File: src/rtl/tty_pkg.sv
// Shared types and constants for the teletype serial receive path.
package tty_pkg;

  localparam int DATA_BITS = 8;

  // Receiver framing states.
  typedef enum logic [2:0] {
    IDLE,
    START,
    DATA,
    STOP,
    WAIT_HIGH
  } rx_state_e;

endpackage

File: src/rtl/tty_fifo.sv
// Small synchronous FIFO with a registered store and a combinational head.
// Pointers carry one extra wrap bit so full and empty are told apart.
// A push while full is accepted only when a pop happens in the same cycle.
module tty_fifo #(
  parameter int WIDTH = 9,
  parameter int DEPTH = 4
) (
  input  logic             clk,
  input  logic             reset,
  input  logic             i_push,
  input  logic [WIDTH-1:0] i_push_data,
  input  logic             i_pop,
  output logic [WIDTH-1:0] o_head,
  output logic             o_full,
  output logic             o_empty
);

  localparam int AW = $clog2(DEPTH);

  logic [AW:0]      r_wptr;
  logic [AW:0]      r_rptr;
  logic [WIDTH-1:0] r_mem [DEPTH];

  logic w_full;
  logic w_empty;
  logic w_do_push;
  logic w_do_pop;

  assign w_full    = (r_wptr[AW] != r_rptr[AW]) && (r_wptr[AW-1:0] == r_rptr[AW-1:0]);
  assign w_empty   = (r_wptr == r_rptr);
  assign w_do_pop  = i_pop && !w_empty;
  assign w_do_push = i_push && (!w_full || w_do_pop);

  assign o_full  = w_full;
  assign o_empty = w_empty;
  assign o_head  = r_mem[r_rptr[AW-1:0]];

  // Pointer and storage update on push/pop.
  always_ff @(posedge clk or posedge reset) begin
    if (reset) begin
      r_wptr <= '0;
      r_rptr <= '0;
      // NOTE: the store is cleared on reset so the head output reads zero
      // straight out of reset instead of whatever the RAM powered up with.
      for (int i = 0; i < DEPTH; i++) begin
        r_mem[i] <= '0;
      end
    end else begin
      // NOTE: non-blocking assignments throughout sequential logic, so a
      // same-cycle push and pop both see the pre-edge pointer values.
      if (w_do_push) begin
        r_mem[r_wptr[AW-1:0]] <= i_push_data;
        r_wptr                <= r_wptr + 1'b1;
      end
      if (w_do_pop) begin
        r_rptr <= r_rptr + 1'b1;
      end
    end
  end

endmodule

File: src/rtl/tty_uart_rx.sv
// 8N1 serial receiver for the teletype input: synchronizes the raw pin,
// de-frames characters at mid-bit sample points and queues them, with a
// framing-error flag, for the TTY controller's valid/ready interface.
module tty_uart_rx
  import tty_pkg::*;
#(
  parameter int CLKS_PER_BIT = 454545,
  parameter int FIFO_DEPTH   = 4
) (
  input  logic       clk,
  input  logic       reset,
  input  logic       rx,
  output logic       rd_valid,
  input  logic       rd_ready,
  output logic [7:0] rd_data,
  output logic       rd_ferr,
  output logic       overrun,
  output logic       busy
);

  localparam int                CNT_W    = $clog2(CLKS_PER_BIT);
  localparam logic [CNT_W-1:0]  CNT_HALF = CNT_W'(CLKS_PER_BIT / 2 - 1);
  localparam logic [CNT_W-1:0]  CNT_FULL = CNT_W'(CLKS_PER_BIT - 1);
  localparam logic [2:0]        LAST_BIT = 3'(DATA_BITS - 1);

  logic                 r_sync1;
  logic                 r_sync2;
  logic                 w_rx_s;

  rx_state_e            r_state;
  rx_state_e            w_state_next;
  logic [CNT_W-1:0]     r_cnt;
  logic [CNT_W-1:0]     w_cnt_next;
  logic [2:0]           r_bitn;
  logic [2:0]           w_bitn_next;
  logic [DATA_BITS-1:0] r_shreg;
  logic [DATA_BITS-1:0] w_shreg_next;
  logic                 w_cnt_zero;

  logic                 w_push;
  logic [DATA_BITS:0]   w_push_data;
  logic                 w_pop;
  logic                 w_fifo_full;
  logic                 w_fifo_empty;
  logic [DATA_BITS:0]   w_head;
  logic                 r_overrun;

  assign w_rx_s     = r_sync2;
  assign w_cnt_zero = (r_cnt == '0);

  // Two-flop synchronizer for the asynchronous line; idles high.
  always_ff @(posedge clk or posedge reset) begin
    if (reset) begin
      r_sync1 <= 1'b1;
      r_sync2 <= 1'b1;
    end else begin
      r_sync1 <= rx;
      r_sync2 <= r_sync1;
    end
  end

  // State, bit timer, bit index and shift register.
  always_ff @(posedge clk or posedge reset) begin
    if (reset) begin
      r_state <= IDLE;
      r_cnt   <= '0;
      r_bitn  <= '0;
      r_shreg <= '0;
    end else begin
      r_state <= w_state_next;
      r_cnt   <= w_cnt_next;
      r_bitn  <= w_bitn_next;
      r_shreg <= w_shreg_next;
    end
  end

  // Framing decisions: next state, timer reloads, sampling and push.
  always_comb begin
    // NOTE: every output of this block gets a default first, so no path
    // through the case leaves a value unassigned and no latch is inferred.
    w_state_next = r_state;
    w_cnt_next   = r_cnt;
    w_bitn_next  = r_bitn;
    w_shreg_next = r_shreg;
    w_push       = 1'b0;

    case (r_state)
      IDLE: begin
        if (!w_rx_s) begin
          w_cnt_next   = CNT_HALF;
          w_state_next = START;
        end
      end

      START: begin
        if (w_cnt_zero) begin
          if (w_rx_s) begin
            w_state_next = IDLE;          // start bit did not hold: glitch
          end else begin
            w_cnt_next   = CNT_FULL;
            w_bitn_next  = '0;
            w_state_next = DATA;
          end
        end else begin
          w_cnt_next = r_cnt - 1'b1;
        end
      end

      DATA: begin
        if (w_cnt_zero) begin
          w_shreg_next = {w_rx_s, r_shreg[DATA_BITS-1:1]};
          w_cnt_next   = CNT_FULL;
          if (r_bitn == LAST_BIT) begin
            w_state_next = STOP;
          end else begin
            w_bitn_next = r_bitn + 1'b1;
          end
        end else begin
          w_cnt_next = r_cnt - 1'b1;
        end
      end

      STOP: begin
        if (w_cnt_zero) begin
          w_push       = 1'b1;
          w_state_next = w_rx_s ? IDLE : WAIT_HIGH;
        end else begin
          w_cnt_next = r_cnt - 1'b1;
        end
      end

      WAIT_HIGH: begin
        // A held-low line (break) must return high before the next start.
        if (w_rx_s) begin
          w_state_next = IDLE;
        end
      end

      default: w_state_next = IDLE;
    endcase
  end

  assign w_push_data = {~w_rx_s, r_shreg};
  assign w_pop       = rd_valid && rd_ready;

  tty_fifo #(
    .WIDTH(DATA_BITS + 1),
    .DEPTH(FIFO_DEPTH)
  ) u_fifo (
    .clk         (clk),
    .reset       (reset),
    .i_push      (w_push),
    .i_push_data (w_push_data),
    .i_pop       (w_pop),
    .o_head      (w_head),
    .o_full      (w_fifo_full),
    .o_empty     (w_fifo_empty)
  );

  // Flag a completed character that found the buffer full with no pop.
  always_ff @(posedge clk or posedge reset) begin
    if (reset) begin
      r_overrun <= 1'b0;
    end else begin
      r_overrun <= w_push && w_fifo_full && !w_pop;
    end
  end

  assign rd_valid = !w_fifo_empty;
  assign rd_data  = w_head[DATA_BITS-1:0];
  assign rd_ferr  = w_head[DATA_BITS];
  assign overrun  = r_overrun;
  assign busy     = (r_state != IDLE);

endmodule

File: config.mk
export PLATFORM = sky130hd
export DESIGN_NAME = tty_uart_rx
export DESIGN_NICKNAME = d
export VERILOG_FILES = /design/src/rtl/tty_pkg.sv /design/src/rtl/tty_fifo.sv /design/src/rtl/tty_uart_rx.sv
export SDC_FILE = /design/constraint.sdc
export NUM_CORES = 1
export LEC_CHECK = 0
export CORE_MARGIN = 1
export CORE_UTILIZATION = 45
export CTS_BUF_LIST = sky130_fd_sc_hd__clkbuf_2 sky130_fd_sc_hd__clkbuf_4 sky130_fd_sc_hd__clkbuf_8
export DETAILED_ROUTE_END_ITERATION = 12
export PLACE_DENSITY_LB_ADDON = 0.2
export RECOVER_POWER = 25
export SETUP_SLACK_MARGIN = 0.4
export SYNTH_ARGS = -nofsm -noshare
export SYNTH_HDL_FRONTEND = slang
export SYNTH_SLANG_ARGS = --single-unit
File: constraint.sdc
create_clock -name clk -period 2.9 [get_ports clk]
set_clock_uncertainty 0.2 [all_clocks]
set_input_delay 0.725 -clock clk [delete_from_list [all_inputs] [get_ports clk]]
set_output_delay 0.725 -clock clk [all_outputs]
set_load 0.03 [all_outputs]
==> Word-level counts from Yosys, hierarchy flattened <==
Cells that the tools add are included.
{ "classes": {"order_cmp": 3, "n_addsub": 4, "bitwise_logic": 3, "eq_ne": 18, "muxes": 28, "n_reduce_logical": 20} }
{ "op_table": {"columns": ["op", "n"], "rows": [
  ["$mux 19", 5],
  ["$pmux 19 s4", 1],
  ["$bwmux 36", 1],
  ["$mux 3", 11],
  ["$mux 9", 3],
  ["$logic_not 19->1", 1],
  ["$sub 19x1->19 const B", 1],
  ["$bmux 9 s2", 1],
  ["$demux 9 s2", 1],
  ["$ne 2x2->1 const B", 9],
  ["$pmux 3 s5", 1],
  ["$add 3x1->3 const B", 3],
  ["$logic_and 1x1->1", 7],
  ["$eq 3x2->1 const B", 2],
  ["$eq 3x3->1 const B", 2],
  ["$ge 3x3->1 const B", 2],
  ["$not 2->3", 2],
  ["$pmux 3 s2", 1],
  ["$reduce_and 6->1", 1],
  ["$reduce_and 5->1", 1],
  ["$reduce_and 4->1", 1],
  ["$reduce_bool 4->1", 1],
  ["$eq 3x1->1 const B", 1],
  ["$eq 3x3->1", 1],
  ["other kinds (13)", 16]
]} }
{ "totals": {"reg_bits": 78, "input_bits": 4, "output_inout_bits": 12, "word_cells": 89} }

==> Logic depth before layout (Yosys ltp) <==
{ "depth": {"word_depth": 6, "ltp_mapped": 9, "mapped_depth_nobuf": 7} }

==> Cells and area by module <==
Synthesis repeated with hierarchy kept, for this count alone.
{ "hier_totals": {"hier_cells": 314, "hier_area_um2": 4036.4} }
{ "by_module_without_submodules": {"columns": ["module", "cells_per_inst", "n_inst", "seq_area_each_um2", "area_per_inst_um2"], "rows": [
  ["tty_fifo", 121, 1, 1051.0, 2030.7],
  ["tty_uart_rx", 193, 1, 903.4, 2005.7]
]} }

==> Worst setup path before layout <==
Ideal clock, no wire load.
{ "synth_path": {"path_kind": "register to output", "start": "register u_fifo.r_rptr[0]", "end": "output port rd_data[0]", "required_time_ns": 1.975, "path_buffers": 1, "t_arrival_ns": 1.546, "stages_incl_launch_ff": 3, "slack_ns": 0.429, "cell_sequence": "dfrtp_1 buf_1 mux4_2"} }
{ "synth_between": {"elab_chain_len": 4} }
{ "synth_lines": {"columns": ["element", "line", "source"], "rows": [
  ["from (decl)", "tty_fifo.sv:21", "logic [AW:0] r_rptr;"],
  ["from (signal assigned)", "tty_fifo.sv:56", "r_rptr <= r_rptr + 1'b1;"],
  ["$not 2->3 (implied by the code)", "tty_fifo.sv:36", "assign o_head = r_mem[r_rptr[AW-1:0]];"],
  ["$bmux 9 s2", "tty_fifo.sv:36", null],
  ["$mux 9 (implied by the code) (2 in series)", "tty_fifo.sv:36", null],
  ["to (decl)", "tty_uart_rx.sv:15", "output logic [7:0] rd_data,"]
]} }
Every way passes these cells. The select of a mux whose other input is x is not followed.

==> Worst setup path in the final report <==
{ "layout_path": {"start": "register u_fifo.r_rptr[0]", "end": "output port rd_ferr"} }
{ "layout_between": {"elab_chain_len": 4} }
{ "layout_lines": {"columns": ["element", "line", "source"], "rows": [
  ["$not 2->3 (implied by the code)", "tty_fifo.sv:36", null],
  ["$bmux 9 s2", "tty_fifo.sv:36", null],
  ["$mux 9 (implied by the code) (2 in series)", "tty_fifo.sv:36", null],
  ["to (decl)", "tty_uart_rx.sv:16", "output logic rd_ferr,"]
]} }
Every way passes these cells. The select of a mux whose other input is x is not followed.

==> impl_metrics.py <==
metrics = {
    "routing": {
        "drt_wl_total_um": 8100,
        "drt_iter0_drc": 80,
        "dr.pass1.iters": 8,
        "final_antenna_net_count": 0,
        "via_per_inst": 5.47,
        "routedWlPerCell_um": 16.9,
        "drc_errors": 4,
        "vias": 2622,
    },
    "floorplan": {
        "design.die.area_sq_um": 9560,
        "num_rows": 34,
        "core_area_sq_um": 8810,
        "initial_utilization_pct": 46.9,
        "die_h_um": 97.8,
        "io_pins": 16,
        "die_w_um": 97.8,
    },
    "cells_and_area": {
        "drive_gt1_share_pct": 29.4,
        "fillers": 740,
        "nets": 379,
        "n_antenna_cell": 0,
        "layout.cells.non_filler": 479,
        "area_growth_pct": 14.7,
    },
    "sta": {
        "max_slew_margin_pct": 35.1,
        "setup_violations": 0,
        "setup-tns-final_ns": 0,
        "worst_pin_slew_ns": 0.968,
        "rsz0062_at_grt": "yes",
        "min_period_ns": 2.53,
        "post-route-period-util_pct": 87.1,
        "hold_viol": 0,
        "finalMaxSlewViolations": 0,
        "max_freq_ghz": 0.396,
    },
    "synthesis": {
        "syn_area_sq_um": 4130,
        "synth_enable_flop_cells": 0,
        "async_flop_share_pct": 100,
        "syn_nets": 348,
        "synth-seq-cells": 78,
        "synthCells": 335,
        "syn_avg_cell_area_sq_um": 12.3,
        "synth-seq-area-share_pct": 47.4,
        "synth_top_flop_cell": "dfrtp_1",
        "yosysWarnings": 0,
        "synthDistinctLibCells": 62,
    },
    "worst_setup_path": {
        "crit_chain": "buf_12 -> mux4_2 -> buf_4",
        "slowest_stage": "mux4_2",
        "crit_arrival_ns": 1.60,
        "critical_path.top_delay_family": "multiplexers",
        "critPathKind": "flop to output pin",
        "worst_setup_path_end_kind": "output pin",
        "max_stage_delay_ns": 0.52,
        "crit_required_ns": 1.98,
        "critPathMaxFanout": 9,
        "worst-path-buf-inv": 2,
        "crit_path_start_kind": "flop",
    },
    "placed_design": {
        "place_inst": 459,
        "dp_hpwl_um": 5570,
        "routabilityCongestion": 0.837,
        "io_buffers": 15,
    },
    "outcome": {
        "status": "finished with violations",
        "violations": "DRC",
    },
    "global_route": {
        "grt_usage_pct": 18.6,
        "grt_max_degree": 36,
        "grt_overflow_total": 0,
        "grt_pass1_wl_um": 13900,
        "antenna_found_initial": 0,
        "grt_pass1_vias": 2709,
    },
    "clock_network": {
        "htree_levels": 3,
        "cts_tree": "yes",
        "clkLatencyLatePin_ns": 0.35,
        "clock_sinks": 78,
        "ctsLongestPathBuffers": 2,
        "hold_buffers": 0,
        "numCtsBuffers": 9,
        "root_buffer": "clkbuf_8",
        "path_clk_slew_ns": 0.08,
    },
    "job": {
        "cap_violations": 0,
    },
    "pwr": {
        "p_leak_nw": 2.18,
        "power_density_nw_per_um2": 479,
        "peakVddDrop_mv": 0.265,
    },
    "min_path": {
        "hold_path.class": "flop to flop",
    },
}
[cells by family (layout without fill, tap and decap cells)]
logic type | count (synthesis) | in the layout | synth area share [%]
compound gates | 50 | 50 | 7.85
flops | 78 | 78 | 47.4
simple gates | 104 | 104 | 16.2
mux | 59 | 59 | 21.2
xor+xnor | 7 | 7 | 1.49
fa+ha+maj | 9 | 9 | 2.73
buf+inv | 28 | 64 | 3.15
[worst paths after layout]
kind,to,slack [ns],from,cells past startpoint
setup / recovery,rd_ferr,0.37,u_fifo.r_rptr[0]$_DFFE_PP0P_,3
hold / removal,r_sync2$_DFF_PP1_,0.17,r_sync1$_DFF_PP1_,0
setup reg to reg,u_fifo.r_mem[6]$_DFFE_PP0P_,0.51,r_cnt[0]$_DFFE_PP0P_,9
hold reg to reg,r_sync2$_DFF_PP1_,0.17,r_sync1$_DFF_PP1_,0
max in group asynchronous,u_fifo.r_rptr[1]$_DFFE_PP0P_,0.60,reset,3
min in group asynchronous,u_fifo.r_mem[1]$_DFFE_PP0P_,0.78,reset,2
[synthesized netlist by cell type, drive strengths merged, types with 2 or more instances]
library cell  number  area, sq um
a21oi             10         50.1
mux4               9          203
dfrtp             76         1900
inv               15         56.3
o22a               3         26.3
nor3               5         30.0
or2                3         18.8
and4               2         17.5
nor4               3         40.0
nand4              4         25.0
clkbuf             6         22.5
o21a               2         15.0
and2               4         27.5
xnor2              6         52.6
a31oi              3         18.8
mux2i              9         90.1
or3               10         62.6
ha                 9          113
nor2              16         60.1
o221ai             2         17.5
or4                2         15.0
nand2             23          154
mux2              41          582
o31ai              2         15.0
buf                7         51.3
nor4b              2         38.8
dfstp              2         52.6
a2bb2oi            3         26.3
nor2b              3         18.8
o21ai             15         75.1
nand3             17         85.1
nand2b             5         31.3
[placed cells by master (no fill, tap or decap), types with 4 or more instances in the layout]
cell      Yosys  routed
o21ai_1      10       9
nor3_1        4       4
nand2b_1      5       5
ha_1          9       9
nand2_1      18      18
nand3_1      17      17
nor2_1       16      16
buf_4         1      21
mux2i_1       9       9
o21ai_0       5       5
xnor2_1       6       4
clkbuf_8      0       9
mux4_2        9       9
a21oi_1      10      10
nand2_8       4       4
nand4_1       4       4
inv_1        15      14
mux2_4       32      32
or3_1        10      10
dfrtp_1      76      74
mux2_1        8       8
[power breakdown]
part	switching, mW	total (mW)	internal [mW]
Combinational	0.166	0.348	0.182
Clock	0.448	0.777	0.329
Sequential	0.0285	1.14	1.12
[routing by layer]
metal  global-route usage (%)  share of wire, %  vias up  wire length (um)
met4                     5.48               1.7        0               137
met1                     25.2                46     1292              3740
met3                     3.87               2.4       12               191
met5                        0                 0        -                 0
li1                         -                 -     1285                 -
met2                     30.2                50       33              4040
[state kept, by name, indices dropped and copies added, names as in the netlist]
| name | count |
|---|---|
| u_fifo.r_mem | 36 |
| r_cnt | 19 |
| r_shreg | 8 |
| r_bitn | 3 |
| r_state | 3 |
| u_fifo.r_rptr | 3 |
| u_fifo.r_wptr | 3 |
| overrun | 1 |
| r_sync1 | 1 |
| r_sync2 | 1 |
[timing repair]
action,4_1_cts,5_1_grt
endpoints found under the setup margin,12,45
resized for setup,61,11
buffers inserted,3,1
hold endpoints to repair,0,0
[per-stage QoR]
step | setup WS, ns | hold slack (ns) | total power [mW] | util, % | area (sq um)
3_3_place_gp | 0.209 | 0.148 | 1.47 | 50.9 | 4480
5_1_grt | 0.312 | 0.172 | 2.37 | 53.7 | 4730
4_1_cts | 0.352 | 0.166 | 2.27 | 53.2 | 4690
2_1_floorplan | 0.429 | 0.145 | 1.36 | - | 4130
6_report | 0.374 | 0.165 | 2.27 | 53.7 | 4730
3_5_place_dp | 0.164 | 0.150 | 1.48 | 50.9 | 4480
[layout make-up]
| cell class | instances | area (sq um) | share of cell area [%] |
|---|---|---|---|
| Multi-Input combinational cell | 229 | 2090 | 44.3 |
| Sequential cell | 78 | 1960 | 41.4 |
| Timing Repair Buffer | 33 | 295 | 6.24 |
| Tap cell | 108 | 135 | 2.86 |
| Clock buffer | 9 | 124 | 2.62 |
| Clock inverter | 7 | 68.8 | 1.45 |
| Inverter | 15 | 57.6 | 1.22 |
Note: power is estimated with default switching activity, not from simulation.
